<file path="src/rtl/instr_fetch_buffer.sv">
// Y86-64 fetch buffer: reads a 10-byte instruction window from a byte-wide
// memory with one-cycle read latency and presents it over valid/ready.
module instr_fetch_buffer #(
  parameter int unsigned MEM_BYTES = 4096
) (
  input  logic        clk,
  input  logic        rst,
  input  logic        flush,
  input  logic [63:0] pc_in,
  input  logic        pc_valid,
  output logic        pc_ready,
  output logic        mem_rd,
  output logic [63:0] mem_addr,
  input  logic [7:0]  mem_rdata,
  output logic [79:0] instr_bytes,
  output logic [63:0] instr_pc,
  output logic        imem_error,
  output logic        instr_valid,
  input  logic        instr_ready
);

  localparam int unsigned NBYTES = 10;
  localparam int unsigned SW     = 4;
  localparam int unsigned AW     = 65;
  localparam logic [AW-1:0] MEM_LIMIT = AW'(MEM_BYTES);

  typedef enum logic [1:0] {IDLE, LOAD, HOLD} state_t;

  state_t          state_q, state_d;
  logic [SW-1:0]   slot_q, slot_d;
  logic [63:0]     base_q, base_d;
  logic            err_q, err_d;
  logic            mem_rd_q, mem_rd_d;
  logic [63:0]     mem_addr_q, mem_addr_d;
  logic            rd_vld_q, rd_vld_d;
  logic            instr_valid_q, instr_valid_d;
  logic [7:0]      byte_q [NBYTES];
  logic [7:0]      byte_d [NBYTES];
  logic            pc_ready_c;
  logic            accept_c;
  logic [AW-1:0]   next_addr_c;

  // Next-state and datapath; slot_q is the slot driven on the memory port this cycle
  always_comb begin
    state_d       = state_q;
    slot_d        = slot_q;
    base_d        = base_q;
    err_d         = err_q;
    mem_rd_d      = 1'b0;
    mem_addr_d    = mem_addr_q;
    rd_vld_d      = mem_rd_q;
    instr_valid_d = instr_valid_q;
    byte_d        = byte_q;

    pc_ready_c  = !rst && !flush &&
                  ((state_q == IDLE) || ((state_q == HOLD) && instr_ready));
    accept_c    = pc_valid && pc_ready_c;
    next_addr_c = AW'(base_q) + AW'(slot_q) + AW'(1);

    case (state_q)
      LOAD: begin
        // Data in this cycle belongs to the slot issued last cycle
        if ((slot_q != SW'(0)) && rd_vld_q) byte_d[slot_q - SW'(1)] = mem_rdata;
        if (slot_q == SW'(NBYTES)) begin
          state_d       = HOLD;
          instr_valid_d = 1'b1;
        end else begin
          slot_d = slot_q + SW'(1);
          if (slot_q != SW'(NBYTES - 1)) begin
            mem_rd_d   = (next_addr_c < MEM_LIMIT);
            mem_addr_d = next_addr_c[63:0];
          end
        end
      end
      HOLD: begin
        if (instr_ready) begin
          state_d       = IDLE;
          instr_valid_d = 1'b0;
        end
      end
      default: ;
    endcase

    if (accept_c) begin
      state_d       = LOAD;
      base_d        = pc_in;
      slot_d        = '0;
      err_d         = (AW'(pc_in) >= MEM_LIMIT);
      mem_rd_d      = (AW'(pc_in) < MEM_LIMIT);
      mem_addr_d    = pc_in;
      instr_valid_d = 1'b0;
      for (int i = 0; i < NBYTES; i++) byte_d[i] = 8'h00;
    end

    if (flush) begin
      state_d       = IDLE;
      mem_rd_d      = 1'b0;
      instr_valid_d = 1'b0;
    end
  end

  always_ff @(posedge clk) begin
    if (rst) begin
      state_q       <= IDLE;
      slot_q        <= '0;
      base_q        <= '0;
      err_q         <= 1'b0;
      mem_rd_q      <= 1'b0;
      mem_addr_q    <= '0;
      rd_vld_q      <= 1'b0;
      instr_valid_q <= 1'b0;
      for (int i = 0; i < NBYTES; i++) byte_q[i] <= 8'h00;
    end else begin
      state_q       <= state_d;
      slot_q        <= slot_d;
      base_q        <= base_d;
      err_q         <= err_d;
      mem_rd_q      <= mem_rd_d;
      mem_addr_q    <= mem_addr_d;
      rd_vld_q      <= rd_vld_d;
      instr_valid_q <= instr_valid_d;
      for (int i = 0; i < NBYTES; i++) byte_q[i] <= byte_d[i];
    end
  end

  // byte0 lands in the most significant byte
  for (genvar g = 0; g < NBYTES; g++) begin : g_bytes
    assign instr_bytes[79 - 8*g -: 8] = byte_q[g];
  end

  assign pc_ready    = pc_ready_c;
  assign mem_rd      = mem_rd_q;
  assign mem_addr    = mem_addr_q;
  assign instr_pc    = base_q;
  assign imem_error  = err_q;
  assign instr_valid = instr_valid_q;

endmodule

</file>
<file path="config.mk">
export PLATFORM = sky130hd
export DESIGN_NAME = instr_fetch_buffer
export DESIGN_NICKNAME = d
export VERILOG_FILES = /design/src/rtl/instr_fetch_buffer.sv
export SDC_FILE = /design/constraint.sdc
export NUM_CORES = 1
export LEC_CHECK = 0
export CAP_MARGIN = 20
export CELL_PAD_IN_SITES_DETAIL_PLACEMENT = 0
export CELL_PAD_IN_SITES_GLOBAL_PLACEMENT = 1
export CORE_ASPECT_RATIO = 0.5
export CORE_MARGIN = 2
export CORE_UTILIZATION = 33
export DETAILED_ROUTE_END_ITERATION = 10
export GPL_TIMING_DRIVEN = 0
export PLACE_DENSITY_LB_ADDON = 0.1
export SLEW_MARGIN = 10
export SYNTH_ARGS = -nofsm -noshare
export SYNTH_HDL_FRONTEND = slang
export SYNTH_SLANG_ARGS = --single-unit
</file>
<file path="constraint.sdc">
create_clock -name clk -period 4.4 [get_ports clk]
set_clock_uncertainty 0.2 [all_clocks]
set_input_delay 0.88 -clock clk [delete_from_list [all_inputs] [get_ports clk]]
set_output_delay 0.88 -clock clk [all_outputs]
set_load 0.01 [all_outputs]
</file>
After elaboration in Yosys (flattened, before gate mapping) --
Cells that the tools add are included.
Storage, ports and cells: flip-flop bits (word level) 218, latch bits 0, bits in writable memories 0, ROM bits 0, input bits 77, output and inout port bits 212, memories 0
Cells by class: add/subtract/negate cells 4, multiply operators 0, div/mod/pow operators 0, $lt $le $gt $ge 5, equality and inequality tests 9, shift-type cells 0, multiplexer cells 18, bitwise gates (word level) 2, reductions and logical operators 23
Operators by type and width (number):
- $mux W64 | 4
- $bwmux W80 | 1
- $add A64 B4 Y65 | 1
- $add A65 B1 Y65 const B | 1
- $lt A65 B13 Y1 const B | 1
- $ge A64 B13 Y1 const B | 1
- $lt A64 B13 Y1 const B | 1
- $demux W8 S4 | 1
- $reduce_and A3 Y1 | 3
- $mux W8 | 1
- $mux W1 | 7
- $logic_and A1 B1 Y1 | 6
- $ne A2 B2 Y1 const B | 3
- $ne A3 B3 Y1 const B | 2
- $reduce_bool A2 Y1 | 3
- $ge A5 B5 Y1 const B | 1
- $lt A5 B1 Y1 const B | 1
- $not A4 Y5 | 1
- $add A4 B1 Y4 const B | 1
- $eq A4 B4 Y1 const B | 1
- $mux W2 | 2
- $ne A4 B4 Y1 const B | 1
- $pmux W2 S2 | 1
- $reduce_and A2 Y1 | 2
- other kinds (12) | 14

Depth between registers and ports, before layout --
depth in word-level cells 7, gate-level depth with buffers 14

Worst setup path before layout --
Ideal clock, no wire load.
path type reg2reg, from register slot_q[0], to register mem_rd_q, in the netlist mem_rd, arrival 3.344 ns, data required time 4.113 ns, setup slack 0.769 ns, stages on the path, launching flop included 11, buffers on the path 0, cells stage by stage dfxtp_1 inv_1 ha_1 nor2b_1 o2111ai_1 a2111oi_0 nand3_1 xnor2_1 or4b_2 nand4bb_1 o31ai_1
Between the ends: cells in the longest elaborated chain, start to end 7
Ends and longest elaborated chain:
- start, declared | RTL line 30 | logic [SW-1:0] slot_q, slot_d;
- start signal, assigned | RTL line 115 | slot_q <= slot_d;
- $add A64 B4 Y65 | RTL line 58 | next_addr_c = AW'(base_q) + AW'(slot_q) + AW'(1);
- $add A65 B1 Y65 | RTL line 58
- $lt A65 B13 Y1 | RTL line 70 | mem_rd_d = (next_addr_c < MEM_LIMIT);
- $mux W1 | RTL line 69 | if (slot_q != SW'(NBYTES - 1)) begin
- $mux W1 * | RTL line 64 | if (slot_q == SW'(NBYTES)) begin
- $mux W1 * | RTL line 60 | case (state_q)
- $mux W1 * | RTL line 84 | if (accept_c) begin
- end signal, assigned | RTL line 118 | mem_rd_q <= mem_rd_d;
- end, declared | RTL line 33 | logic mem_rd_q, mem_rd_d;
Every way passes the cells marked *; elsewhere a longest branch is shown, timed or not. A chain may end at the register's enable or synchronous reset.

Worst setup path after layout --
Ends and elaborated chain as after synthesis.

==> results.cfg <==
[finish]
nets = 1478
stdcell_area_um2 = 14000
area_growth_pct = 41.7
final_common_cell = clkdlybuf4s50_1
drive_gt1_frac = 0.0506
final_cell_mix = 279 x clkdlybuf4s50_1, 217 x dfxtp_1, 108 x nor2_1

[sta]
fmax_mhz = 237
hold_viol_final = 0
post-route-period-util = 0.959
setup_slack_ns = 0.181
setup_viol = 0
worst_slew_pin_slew_ns = 0.930
final_max_slew_viol_count = 0
fin_crit_ns = 4.22
slew-limit-headroom = 0.378
rsz0062_at_grt = no

[routing]
post_drt_via_cell_ratio = 5.35
wl_per_cell_um = 21.0
drc_errors = 0
dr.pass1.iters = 5
antenna_left = 0
vias = 9608
totalWireLength_mm = 37.7
drt_first_iter_violations = 632

[clock_network]
cts.clk_slew.worst_paths_ns = 0.07
h-tree-depth = 1
cts_buffers = 22
ctsHoldBuffers = 0
cts_tree = done
clk_latency_ns = 0.53
cts_buffer_depth = 3
cts-root-buf = clkbuf_16
cts.sink_count = 217

[grt]
grtUsageTotal = 0.232
grt_pass1_vias = 9400
antenna_found_initial = 1
gr-total-overflow = 0
grt_max_degree = 15
grt_first_pass_wirelength_mm = 57.0

[synthesis]
synth_seq_cells = 217
syn_nets = 1173
yosysTopAreaCell = dfxtp_1
netlist_area_um2 = 9910
async_flop_share = 0
synth_top_flop_cell = dfxtp_1
ys_seq_area_frac = 0.438
ys_top_cells_by_area = dfxtp_1 44%, mux2i_1 8.4%, a22o_1 4.7%, a22oi_1 4.5%, nor2_1 4.1%
synth_cell_types = 64
syn_inst = 1083
synth_top_area_share = 0.438
synth_edf_count = 0
avgSynthCellArea_um2 = 9.15
ys_warn_count = 0

[placement]
place_ws_ns = -0.138
dp_hpwl_mm = 28.4
io_buffers = 279
place_area_um2 = 13200
gp_congestion = 0.895

[worst_setup_path]
cp.required_ns = 4.61
critPathArrivalTime_ns = 4.43
critPathKind = reg2reg
critPathCaptureType = register
start_kind = register
cp_max_fo = 10

[power]
ir_drop_mv = 0.290
p_leak_nw = 5.36
p_per_area_nw_per_um2 = 333
finalPower_mw = 4.68

[floorplan]
num_rows = 44
core_um2 = 29300
start_util = 0.338
pin_count = 289
die_area_um2 = 31500
fp.dieW_um = 249
die_height_um = 127

[min_path]
hold_path_class = reg2reg

[flow_run]
cap_violations = 0

[run_status]
status = completed
==> state kept, by name, indices dropped and copies added, names as in the netlist <==
register and cells:
rd_vld_q 1, mem_addr 64, instr_pc 64, instr_bytes 80, state_q 2, slot_q 4
mem_rd 1, imem_error 1
==> synthesized netlist by cell type, drive strengths merged, types with 17 or more instances <==
cell type / number
dfxtp: 217
nor2: 108
nand2: 87
mux2i: 83
a21oi: 66
a22oi: 59
a22o: 53
clkbuf: 51
xnor2: 39
nand3: 36
buf: 30
nand4: 27
xor2: 25
nor4: 23
o21ai: 17
==> power by group <==
group | switching, mW | leakage (nW) | internal, mW | total (mW)
logic | 0.302 | 3.23 | 0.262 | 0.564
registers | 0.0694 | 1.76 | 2.02 | 2.09
clock network | 0.835 | 0.370 | 1.19 | 2.02
==> metrics by stage <==
stage / hold WS (ns) / utilization / TNS (ns) / instances
3_3_place_gp: 0.243 / 0.450 / -0.911 / 1753
3_5_place_dp: 0.252 / 0.451 / -0.138 / 1753
2_1_floorplan: 0.276 / - / 0 / 1083
4_1_cts: 0.261 / 0.477 / 0 / 1792
6_report: 0.264 / 0.479 / 0 / 1795
5_1_grt: 0.287 / 0.479 / 0 / 1795
==> layout make-up <==
class,instances,area [um2]
timing repair buffer,281,2810
fill,2813,15200
buffer,81,344
clock buffer,32,638
multi-input combinational,772,5240
sequential,217,4340
tap,391,489
inverter,13,48.8
antenna,1,2.50
clock inverter,7,124
==> timing repair <==
action | CTS | global route
buffers inserted | 0 | 2
pin swaps | 0 | 1
resized for setup | 2 | 8
gates cloned | 0 | 0
endpoints found under the setup margin | 1 | 1
==> per-layer routing <==
metal,part of all wire,GRT usage,wire [um],up-vias
li1,-,-,-,4542
met1,0.45,0.309,17100,4744
met2,0.47,0.391,17700,284
met3,0.061,0.0503,2290,38
met4,0.016,0.0422,615,0
met5,0,0,0,-
==> logic make-up after synthesis <==
kind of cell,count (synthesis),synth area share
AND/OR/NAND/NOR,376,0.195
AO/OA/AOI/OAI,236,0.169
flip-flops,217,0.438
buffers and inverters,94,0.0395
multiplexers,83,0.0838
XOR/XNOR,64,0.0566
adder cells (fa/ha/maj),13,0.0172
==> final timing paths <==
check | startpoint | to | slack, ns | cells past startpoint
min reg2reg | mem_addr[2]$_SDFFE_PP0P_ | mem_addr[2]$_SDFFE_PP0P_ | 0.26 | 2
max | slot_q[0]$_SDFFE_PP0P_ | mem_rd$_SDFF_PP0_ | 0.18 | 13
min | mem_addr[2]$_SDFFE_PP0P_ | mem_addr[2]$_SDFFE_PP0P_ | 0.26 | 2
max reg2reg | slot_q[0]$_SDFFE_PP0P_ | mem_rd$_SDFF_PP0_ | 0.18 | 13
==> worst max-delay path, stage by stage, from the launching register on <==
cell,delay (ns)
dfxtp_1,0.47
inv_1,0.20
ha_1,0.24
inv_1,0.07
fa_1,0.22
a211o_1,0.20
o211ai_4,0.19
nor4_4,0.41
buf_6,0.21
a41oi_2,0.14
or4_1,0.56
nor4_2,0.42
nand4b_1,0.18
o31ai_2,0.39
(Power assumes the default switching activity.)
